==> src/rtl/s_modred_if.sv <==
// Request/response bundle between the RSA multiplier side and the modular-reduction stage.
// The master drives the operands and start; the slave returns busy/done/R/err.
interface s_modred_if #(
    parameter int BIT = 8
);
    logic               start;
    logic [2*BIT-1:0]   P;
    logic [BIT-1:0]     N;
    logic               busy;
    logic               done;
    logic [BIT-1:0]     R;
    logic               err;

    modport master (
        output start,
        output P,
        output N,
        input  busy,
        input  done,
        input  R,
        input  err
    );

    modport slave (
        input  start,
        input  P,
        input  N,
        output busy,
        output done,
        output R,
        output err
    );
endinterface

==> src/rtl/s_modred.sv <==
// Sequential R = P mod N by restoring shift-subtract, one SHIFT and one SUB cycle per dividend bit.
// Optional zero-modulus early exit is enabled by defining MODRED_ZCHK_EN.
module s_modred #(
    parameter int BIT  = 8,
    parameter int CNTW = 5
) (
    input  logic        clk,
    input  logic        rst,
    s_modred_if.slave   bus
);
    typedef enum logic [1:0] {
        IDLE,
        SHIFT,
        SUB
    } state_t;

    state_t             state, state_n;
    logic [2*BIT-1:0]   q, q_n;
    logic [BIT:0]       rem, rem_n;
    logic [BIT-1:0]     nreg, nreg_n;
    logic [CNTW-1:0]    cnt, cnt_n;
    logic [BIT-1:0]     r, r_n;
    logic               done, done_n;
    logic [BIT:0]       rem_sub;
    logic               rem_ge;
    logic               zero_start;

    // A single BIT+1-bit comparator/subtractor shared by every SUB step.
    assign rem_sub = rem - {1'b0, nreg};
    assign rem_ge  = (rem >= {1'b0, nreg});

`ifdef MODRED_ZCHK_EN
    logic err;

    assign zero_start = (bus.N == '0);

    always_ff @(posedge clk) begin
        if (rst) begin
            err <= 1'b0;
        end else if (state == IDLE && bus.start) begin
            err <= zero_start;
        end
    end

    assign bus.err = err;
`else
    assign zero_start = 1'b0;
    assign bus.err    = 1'b0;
`endif

    always_comb begin
        state_n = state;
        q_n     = q;
        rem_n   = rem;
        nreg_n  = nreg;
        cnt_n   = cnt;
        r_n     = r;
        done_n  = 1'b0;
        case (state)
            IDLE: begin
                if (bus.start) begin
                    if (zero_start) begin
                        r_n    = '0;
                        done_n = 1'b1;
                    end else begin
                        q_n     = bus.P;
                        nreg_n  = bus.N;
                        rem_n   = '0;
                        cnt_n   = CNTW'(2 * BIT);
                        state_n = SHIFT;
                    end
                end
            end
            SHIFT: begin
                rem_n   = {rem[BIT-1:0], q[2*BIT-1]};
                q_n     = {q[2*BIT-2:0], 1'b0};
                state_n = SUB;
            end
            SUB: begin
                if (rem_ge) begin
                    rem_n = rem_sub;
                end
                cnt_n = cnt - CNTW'(1);
                // Last iteration: the post-subtract remainder is already below nreg.
                if (cnt == CNTW'(1)) begin
                    r_n     = rem_ge ? rem_sub[BIT-1:0] : rem[BIT-1:0];
                    done_n  = 1'b1;
                    state_n = IDLE;
                end else begin
                    state_n = SHIFT;
                end
            end
            default: begin
                state_n = IDLE;
            end
        endcase
    end

    always_ff @(posedge clk) begin
        if (rst) begin
            state <= IDLE;
            q     <= '0;
            rem   <= '0;
            nreg  <= '0;
            cnt   <= '0;
            r     <= '0;
            done  <= 1'b0;
        end else begin
            state <= state_n;
            q     <= q_n;
            rem   <= rem_n;
            nreg  <= nreg_n;
            cnt   <= cnt_n;
            r     <= r_n;
            done  <= done_n;
        end
    end

    assign bus.busy = (state != IDLE);
    assign bus.done = done;
    assign bus.R    = r;
endmodule

==> src/flat_wrapper.sv <==
// flat-port wrapper written by rule: the top's interface ports become plain ports
module s_modred_flat 
#(
    parameter int BIT  = 8,
    parameter int CNTW = 5
)
  (clk, rst, bus_start, bus_P, bus_N, bus_busy, bus_done, bus_R, bus_err);
  s_modred_if #(.BIT(BIT)) bus_i ();
  input  logic clk;
  input  logic rst;
  input wire logic [$bits(bus_i.start)-1:0] bus_start;
  input wire logic [$bits(bus_i.P)-1:0] bus_P;
  input wire logic [$bits(bus_i.N)-1:0] bus_N;
  output wire logic [$bits(bus_i.busy)-1:0] bus_busy;
  output wire logic [$bits(bus_i.done)-1:0] bus_done;
  output wire logic [$bits(bus_i.R)-1:0] bus_R;
  output wire logic [$bits(bus_i.err)-1:0] bus_err;
  assign bus_i.start = bus_start;
  assign bus_i.P = bus_P;
  assign bus_i.N = bus_N;
  assign bus_busy = bus_i.busy;
  assign bus_done = bus_i.done;
  assign bus_R = bus_i.R;
  assign bus_err = bus_i.err;
  s_modred #(.BIT(BIT), .CNTW(CNTW)) u_core (.clk(clk), .rst(rst), .bus(bus_i));
endmodule
==> config.mk <==
export PLATFORM = sky130hd
export DESIGN_NAME = s_modred_flat
export DESIGN_NICKNAME = d
export VERILOG_FILES = /design/src/rtl/s_modred_if.sv /design/src/rtl/s_modred.sv /design/src/flat_wrapper.sv
export SDC_FILE = /design/constraint.sdc
export NUM_CORES = 1
export LEC_CHECK = 0
export ABC_AREA = 0
export CAP_MARGIN = 20
export CORE_MARGIN = 2
export CORE_UTILIZATION = 47
export CTS_BUF_LIST = sky130_fd_sc_hd__clkbuf_4
export DETAILED_ROUTE_END_ITERATION = 7
export GPL_TIMING_DRIVEN = 0
export PLACE_DENSITY = 0.7
export REMOVE_ABC_BUFFERS = 1
export SLEW_MARGIN = 20
export SYNTH_ARGS = -nofsm -noshare
export SYNTH_HDL_FRONTEND = slang
export SYNTH_SLANG_ARGS = --single-unit
==> constraint.sdc <==
create_clock -name clk -period 5.1 [get_ports clk]
set_input_delay 0.51 -clock clk [delete_from_list [all_inputs] [get_ports clk]]
set_output_delay 0.51 -clock clk [all_outputs]
set_load 0.01 [all_outputs]
==> qor.txt <==
Status - finished, final reports clean
Clock tree from TritonCTS - built
Slew Limit Fails - 0
CP Cell Sequence - inv_1, ha_2, o31ai_1, a31oi_2, inv_1, o41ai_1
Grt total ovfl - 0
Period minus WS final - 2.585 ns
Clock Pin Slew Worst Setup and Hold Paths - 0.13 ns
Post-DP HPWL - 3.851 mm
Post-synth EDFFs - 0
Seq/Total Area, Yosys - 0.3638
Setup Skew - 0.002443 ns
Layout area overhead - 16.66%
GRT Util Overall - 0.1764
Post-CTS setup buffers - 0
Post-synthesis cell type count - 54
Post-synth top area share - 0.3638
Hold WS - 0.4614 ns
Crit end category - flip-flop
Starting DRT DRC Count - 118
Worst path required time - 5.37 ns
Critical-path top delay cell - a31oi_2
Peak supply drop - 0.1695 mV
Cell Count Post-Placement - 405
Num Clock Sinks - 49
Via density - 5.351
Initial antenna violation count - 0
CTS resizes - 0
Final nets - 382
Vias in the first global route - 2101
Longest Clk Path Bufs - 2
Final setup violation count - 0
Fmax - 386.8 MHz
Synth top area cells - dfxtp_1, mux2i_1, ha_1
Critical Path AT - 2.85 ns
Syn Inst Count - 315
Total length of routed met2 wires - 2.426 mm
IO buf count - 36
Fin. Hold Viols - 0
Leakage - 1.210 nW
I/O pin count - 38
Crit path max fanout - 28
Die area - 6358 µm²
Initial core utilization - 0.4867
Critical path's most frequent cell - inv_1
Critical path class - flip-flop to flip-flop
Final non-filler cell total - 413
Setup_tns - 0 ns
# diodes - 0
# rows - 27
DR vias - 2210
Relative slew slack - 0.4329
Largest net degree at the start of global routing - 32
WL per Instance - 12.48 µm
Pre-Repair DR Iteration Count - 4
Post-CTS Hold Buffers - 0
Clk Latency, worst-skew pair - 0.36 ns
Type of origin of the critical path - flip-flop
Register bit total from synthesis - 49
Die width - 79.74 µm
Die Y - 79.74 µm
Clk root buf - clkbuf_4
Most common cell after layout, fill and taps aside - dfxtp_1
ANT nets after route - 0
WL met3 - 237 µm
Max incr delay on CP - 0.69 ns
Met1 WL - 2.438 mm
Synth Flop Type - dfxtp_1
Total Power - 1.026 mW
Cell Area, Synth - 2696 µm²
Post-route DRC - 0
Pwr Density - 326.2 nW/µm²
Most frequent cells in the layout - dfxtp_1, nor2_1, clkdlybuf4s50_1
Max-cap violations - 0
Total core area - 5540 µm²
Synth area leader - dfxtp_1
Routability congestion estimate - 0.8734
Final worst path period share - 0.5069
Global-route wire length before repair - 9.128 mm
Ys Warns - 0
Ratio of cells with drive above 1 in the final layout - 0.06745
Avg Synthesized Cell Area - 8.560 µm²
Slew @ Worst Pin - 0.8507 ns
Max layer used - met4
RSZ-0062 raised after global routing - false
Post-synth ARST share - 0
H-tree lvl count - 2
Num CTS Buffers - 5
HP Class - flip-flop to flip-flop
Routed WL - 5.154 mm
-- kinds of logic (layout without fill, tap and decap cells) --
kind of cell,count (synthesis),count (layout),synth area share
mux,25,25,0.09281
flops,49,49,0.3638
simple gates,92,92,0.1564
compound gates,84,84,0.2297
buf+inv,44,70,0.06729
fa+ha+maj,15,15,0.07239
xor+xnor,5,5,0.01624
other cells,1,1,0.001391
-- per-layer routing --
layer / global-route usage / up-vias
met3: 0.04186 / 6
met4: 0.03729 / 0
met2: 0.2992 / 48
li1: - / 1160
met5: 0 / -
met1: 0.2287 / 996
-- Yosys cell counts, types with 4 or more instances --
| master | instances |
|---|---|
| a21o_1 | 5 |
| nand2b_1 | 5 |
| dfxtp_1 | 49 |
| inv_1 | 25 |
| nand2_1 | 25 |
| a22oi_1 | 7 |
| nor2_1 | 39 |
| a21oi_1 | 17 |
| ha_1 | 14 |
| a211oi_1 | 20 |
| nand3_1 | 4 |
| buf_2 | 4 |
| clkbuf_1 | 11 |
| mux2i_1 | 25 |
| o21ai_0 | 5 |
-- area by class of cell --
cell class,instances,area (µm²)
Fill cell,558,2395
Clock inverter,2,10.01
Sequential cell,49,980.9
Timing Repair Buffer,37,382.9
Inverter,25,93.84
Tap cell,72,90.09
Multi-Input combinational cell,222,1543
Clock buffer,6,45.04
-- worst max-delay path, delay by kind of cell, from the launching register on --
kind | cells | cell delay [ns]
compound gates | 3 | 1.27
fa+ha+maj | 1 | 0.66
buf+inv | 2 | 0.19
flops | 1 | 0.36
-- final timing paths --
check                                             startpoint                     endpoint  slack (ns)  depth (start not counted)
worst min-delay path             u_core.nreg[5]$_SDFFE_PP0P_  u_core.nreg[5]$_SDFFE_PP0P_        0.46                          2
worst max register to register  u_core.state[1]$_SDFFE_PP0P_   u_core.rem[7]$_SDFFE_PP0P_        2.51                          6
worst min register to register   u_core.nreg[5]$_SDFFE_PP0P_  u_core.nreg[5]$_SDFFE_PP0P_        0.46                          2
worst max-delay path            u_core.state[1]$_SDFFE_PP0P_   u_core.rem[7]$_SDFFE_PP0P_        2.51                          6
-- registers in the layout (all words and copies together), names as in the netlist --
| signal | flops |
|---|---|
| u_core.q | 16 |
| u_core.rem | 9 |
| u_core.bus.R | 8 |
| u_core.nreg | 8 |
| u_core.cnt | 5 |
| u_core.state | 2 |
| u_core.bus.done | 1 |
-- metrics by stage --
| step | util | area, µm² | setup slack [ns] |
|---|---|---|---|
| global placement | 0.5522 | 3059 | 1.663 |
| CTS | 0.5678 | 3146 | 2.462 |
| global route | 0.5678 | 3146 | 2.243 |
| floorplan | - | 2609 | 2.410 |
| detailed placement | 0.5578 | 3090 | 2.326 |
| finish | 0.5678 | 3146 | 2.515 |
-- power breakdown --
group / switching (mW) / internal [mW] / total [mW]
logic: 0.228 / 0.173 / 0.401
registers: 0.0232 / 0.425 / 0.449
clock network: 0.118 / 0.0581 / 0.177
total: 0.370 / 0.656 / 1.03
No activity file was read; power rests on OpenSTA's default activity.
